**config.mk**
```make
export PLATFORM = sky130hd
export DESIGN_NAME = q5_seq_driver
export DESIGN_NICKNAME = d
export VERILOG_FILES = /design/src/rtl/q5_seq_driver.sv
export SDC_FILE = /design/constraint.sdc
export NUM_CORES = 1
export LEC_CHECK = 0
export CORE_MARGIN = 2
export CORE_UTILIZATION = 50
export DETAILED_ROUTE_END_ITERATION = 7
export GPL_TIMING_DRIVEN = 0
export PLACE_DENSITY = 0.76
export RECOVER_POWER = 25
export SYNTH_ARGS = -nofsm -noshare
export SYNTH_HDL_FRONTEND = slang
export SYNTH_SLANG_ARGS = --single-unit
```
**constraint.sdc**
```tcl
create_clock -name clk -period 3.7 [get_ports clk]
set_clock_uncertainty 0.1 [all_clocks]
set_input_delay 0.37 -clock clk [delete_from_list [all_inputs] [get_ports clk]]
set_output_delay 0.37 -clock clk [all_outputs]
set_load 0.02 [all_outputs]
```
**src/rtl/q5_seq_driver.sv**
```systemverilog
// Bring-up driver for the Q5 two-input sequential machine: resets it, plays the
// fixed 8-step X1/X2 sequence and scores the sampled Z1/Z2 against the golden table.
module q5_seq_driver #(
  parameter int SETTLE_CYCLES = 4
) (
  input  logic       clk,
  input  logic       rst,
  input  logic       start,
  input  logic       z1,
  input  logic       z2,
  output logic       x1,
  output logic       x2,
  output logic       dut_rst,
  output logic       busy,
  output logic       done,
  output logic       pass,
  output logic [3:0] err_count,
  output logic       err_valid,
  output logic [2:0] first_err_idx,
  output logic [2:0] vec_idx
);

  typedef enum logic [2:0] {IDLE, MRST, APPLY, SAMPLE, DONE} state_t;

  localparam logic [3:0] SETTLE_LOAD = 4'(SETTLE_CYCLES - 1);

  state_t     state;
  logic [3:0] settle_cnt;
  logic       mismatch;

  function automatic logic [1:0] vec_x(input logic [2:0] i);
    case (i)
      3'd0: vec_x = 2'b00;
      3'd1: vec_x = 2'b01;
      3'd2: vec_x = 2'b11;
      3'd3: vec_x = 2'b01;
      3'd4: vec_x = 2'b00;
      3'd5: vec_x = 2'b10;
      3'd6: vec_x = 2'b11;
      default: vec_x = 2'b01;
    endcase
  endfunction

  function automatic logic [1:0] vec_z(input logic [2:0] i);
    case (i)
      3'd2: vec_z = 2'b11;
      3'd3: vec_z = 2'b10;
      3'd4: vec_z = 2'b10;
      3'd5: vec_z = 2'b01;
      default: vec_z = 2'b00;
    endcase
  endfunction

  // Z is taken straight from the machine at the SAMPLE edge.
  assign mismatch = ({z1, z2} != vec_z(vec_idx));

  always_ff @(posedge clk or posedge rst) begin
    if (rst) begin
      state         <= IDLE;
      settle_cnt    <= '0;
      x1            <= 1'b0;
      x2            <= 1'b0;
      dut_rst       <= 1'b0;
      busy          <= 1'b0;
      done          <= 1'b0;
      pass          <= 1'b0;
      err_count     <= '0;
      err_valid     <= 1'b0;
      first_err_idx <= '0;
      vec_idx       <= '0;
    end else begin
      dut_rst <= 1'b0;
      unique case (state)
        IDLE, DONE: begin
          if (start) begin
            state         <= MRST;
            dut_rst       <= 1'b1;
            busy          <= 1'b1;
            done          <= 1'b0;
            pass          <= 1'b0;
            err_count     <= '0;
            err_valid     <= 1'b0;
            first_err_idx <= '0;
            vec_idx       <= '0;
            {x1, x2}      <= 2'b00;
          end
        end
        MRST: begin
          state      <= APPLY;
          {x1, x2}   <= vec_x(3'd0);
          settle_cnt <= SETTLE_LOAD;
        end
        APPLY: begin
          if (settle_cnt == 4'd0) state <= SAMPLE;
          else settle_cnt <= settle_cnt - 4'd1;
        end
        SAMPLE: begin
          if (mismatch) begin
            err_count <= err_count + 4'd1;
            if (!err_valid) begin
              err_valid     <= 1'b1;
              first_err_idx <= vec_idx;
            end
          end
          if (vec_idx == 3'd7) begin
            state    <= DONE;
            busy     <= 1'b0;
            done     <= 1'b1;
            // err_count has not absorbed this step's result yet.
            pass     <= (err_count == 4'd0) && !mismatch;
            {x1, x2} <= 2'b00;
          end else begin
            state      <= APPLY;
            vec_idx    <= vec_idx + 3'd1;
            {x1, x2}   <= vec_x(vec_idx + 3'd1);
            settle_cnt <= SETTLE_LOAD;
          end
        end
        default: state <= IDLE;
      endcase
    end
  end

endmodule

```
==> flow_metrics.py <==
metrics = {
    "status": {
        "status": "completed",
    },
    "worst_setup_path": {
        "critPathMaxStageDelay_ns": 0.50,
        "critPathRequiredTime_ns": 3.86,
        "crit_slowest_cell": "or4_1",
        "endpoint_kind": "register",
        "path_max_fanout": 9,
        "path_cells": "inv_1, ha_1, nor3_2, o21ai_0, o311a_4, or4_1, nand3_1",
        "setup.worst_path.start_class": "register",
        "critical_path_class": "register to register",
        "worst_path_dominant_cell_family": "simple AND/OR/NAND/NOR gates",
        "arrival_ns": 2.27,
        "worst-path-buf-inv": 1,
    },
    "yosys": {
        "ys_seq_area_frac": 0.460,
        "yosysWarnings": 0,
        "yosys.area.top_type": "dfrtp_1",
        "syn_nets": 148,
        "synth_cell_types": 36,
        "yosys-top-cells-area": "dfrtp_1, ha_1, nand2_1",
        "netlist_area_um2": 1310,
        "synth_top_area_share": 0.460,
        "synth.avg_cell_area_um2": 9.97,
        "yosys_register_bits": 24,
        "syn_inst": 131,
    },
    "grt": {
        "top_usage_layer": "met2",
        "overflow": 0,
        "antenna_found_initial": 0,
        "grt_pass1_vias": 953,
        "grtUsageMet1": 0.221,
        "grt_max_degree": 25,
        "grt_use_met3": 0.0403,
        "grt_first_pass_wirelength_um": 3940,
        "grt_use_met2": 0.306,
        "grt_use_total": 0.180,
    },
    "cts": {
        "cts_resized": 0,
        "cts_sinks": 24,
        "cts_made_buffers": 3,
        "clkTransAtPathRegs_ns": 0.14,
        "post_cts_buffers": 0,
        "clk_path_buf_depth": 2,
        "htree_levels": 1,
        "tritoncts": "done",
        "clk_latency_ns": 0.31,
        "ctsHoldBuffers": 0,
        "root_buffer": "clkbuf_4",
    },
    "timing": {
        "finalSetupViolCount": 0,
        "tns_ns": 0,
        "layout_min_cycle_time_ns": 2.11,
        "clock.fmax_mhz": 474,
        "period_share": 0.570,
        "hold_viol": 0,
        "worstMarginPinSlew_ns": 0.889,
        "fin_hold_ws_ns": 0.388,
        "relSlewSlack": 0.407,
        "slew_viol_final": 0,
        "rsz0062_at_grt": "no",
    },
    "final_layout": {
        "multi_input_area_um2": 654,
        "n_antenna_cell": 0,
        "finalInstanceArea_um2": 1610,
        "fillers": 206,
        "num-nets-final": 174,
        "synthToLayoutAreaGrowth_pct": 23.0,
        "drive_gt1_frac": 0.0769,
        "seq_area_um2": 601,
    },
    "die": {
        "start_util": 0.527,
        "die_area_um2": 3040,
        "fp.dieW_um": 55.1,
        "rows": 18,
        "core_area_um2": 2480,
        "fp.dieH_um": 55.1,
        "io_pins": 22,
    },
    "route": {
        "ant_nets": 0,
        "drt-pass1-iter-count": 4,
        "post_drt_via_cell_ratio": 5.35,
        "wire_per_inst_um": 12.9,
        "routed_wl_um": 2400,
        "drt-initial-drc-count": 3,
        "vias": 995,
        "drc": 0,
    },
    "placed_design": {
        "placed_area_um2": 1550,
        "place_hpwl_um": 1790,
        "routabilityCongestion": 0.702,
        "io_buffer_count": 21,
    },
    "power_and_ir_drop": {
        "p_leak_uw": 0.000748,
        "ir_worst_vdd_uv": 453,
        "power.total_uw": 1340,
        "power_density_nw_per_um2": 833,
    },
    "worst_hold_path": {
        "hp-class": "register to register",
    },
    "flow_run": {
        "drv_cap": 0,
    },
}
## cell usage in the layout, fill, tap and decap left out, types with 2 or more instances in the layout
master           synthesis  routed
buf_2                    2       2
ha_1                    12      12
o211ai_1                 2       2
nor3_1                   3       3
a22o_1                   2       2
xnor2_1                  2       2
or3_1                    2       2
nand2_1                 15      15
inv_1                    9       9
nand3_1                  5       5
clkbuf_4                 0       3
mux2i_1                  5       5
o21ai_1                  5       5
a21oi_1                  6       6
clkdlybuf4s50_1          0      20
nor3_2                   2       2
or4_1                    2       2
o21ai_0                  2       2
nor2_1                  13      13
dfrtp_1                 24      24
## registers in the layout, indices dropped and copies added, names as in the netlist
register and flops:
busy 1, done 1, dut_rst 1, err_count 4, err_valid 1, first_err_idx 3, pass 1, settle_cnt 4
state 3, vec_idx 3, x1 1, x2 1
## cells in the mapped netlist
library cell / count
a21boi_0: 1
a21oi_1: 6
a22o_1: 2
a32o_1: 1
and2_1: 1
and3_1: 1
buf_2: 2
clkbuf_1: 1
dfrtp_1: 24
ha_1: 12
inv_1: 9
inv_2: 1
mux2_2: 1
mux2i_1: 5
nand2_1: 15
nand3_1: 5
nand3b_1: 1
nor2_1: 13
nor2b_1: 1
nor2b_4: 1
nor3_1: 3
nor3_2: 2
nor4_1: 1
nor4b_1: 1
o211ai_1: 2
o21a_1: 1
o21ai_0: 2
o21ai_1: 5
o2bb2ai_1: 1
o311a_4: 1
o31ai_1: 1
or3_1: 2
or3b_1: 1
or4_1: 2
xnor2_1: 2
xor2_1: 1
## through the flow
| step | setup WS, ns | instances | util |
|---|---|---|---|
| after global routing | 1.46 | 186 | 0.648 |
| after global placement | 1.63 | 182 | 0.627 |
| final | 1.59 | 186 | 0.648 |
| after detailed placement | 1.60 | 182 | 0.627 |
| after CTS | 1.58 | 186 | 0.648 |
| after floorplan | 1.59 | 131 | - |
## metal layers
metal  vias to the layer above  wire length [um]
met5                         -                 0
met3                         4                99
met2                        20              1130
li1                        502                 -
met1                       469              1140
met4                         0                28
## worst min-delay path, delay by kind of cell, from the launching register on
kind          cells  cell delay, ns
flops             1            0.37
simple gates      2            0.10
## worst paths after layout
kind                                   startpoint                         to  slack, ns  cells after the start
setup / recovery           vec_idx[0]$_DFFE_PP0P_   err_count[3]$_DFFE_PP0P_       1.59                      7
hold / removal                     x2$_DFFE_PP0P_             x2$_DFFE_PP0P_       0.39                      2
setup reg to reg           vec_idx[0]$_DFFE_PP0P_   err_count[3]$_DFFE_PP0P_       1.59                      7
hold reg to reg                    x2$_DFFE_PP0P_             x2$_DFFE_PP0P_       0.39                      2
max in group asynchronous                     rst  settle_cnt[0]$_DFFE_PP0P_       2.38                      2
min in group asynchronous                     rst   err_count[3]$_DFFE_PP0P_       0.57                      2
## power by group
| group | switching (uW) | internal [uW] |
|---|---|---|
| Clock | 77.9 | 109 |
| Sequential | 88.7 | 363 |
| Combinational | 381 | 319 |
## kinds of logic (layout without fill, tap and decap cells)
logic type      Yosys count  after routing  share of synthesized area
simple gates             50             50                      0.196
flops                    24             24                      0.460
compound gates           23             23                      0.123
buf+inv                  13             38                     0.0393
fa+ha+maj                12             12                      0.115
mux                       6              6                     0.0469
xor+xnor                  3              3                     0.0201
## area by class of cell
cell class              count  area share
clock inverters             1      0.0187
repair buffers             21       0.131
multi-input cells          94       0.407
flip-flops and latches     24       0.374
clock buffers               3      0.0140
plain buffers               3     0.00857
well taps                  30      0.0234
inverters                  10      0.0234
No activity file was read; power rests on OpenSTA's default activity.
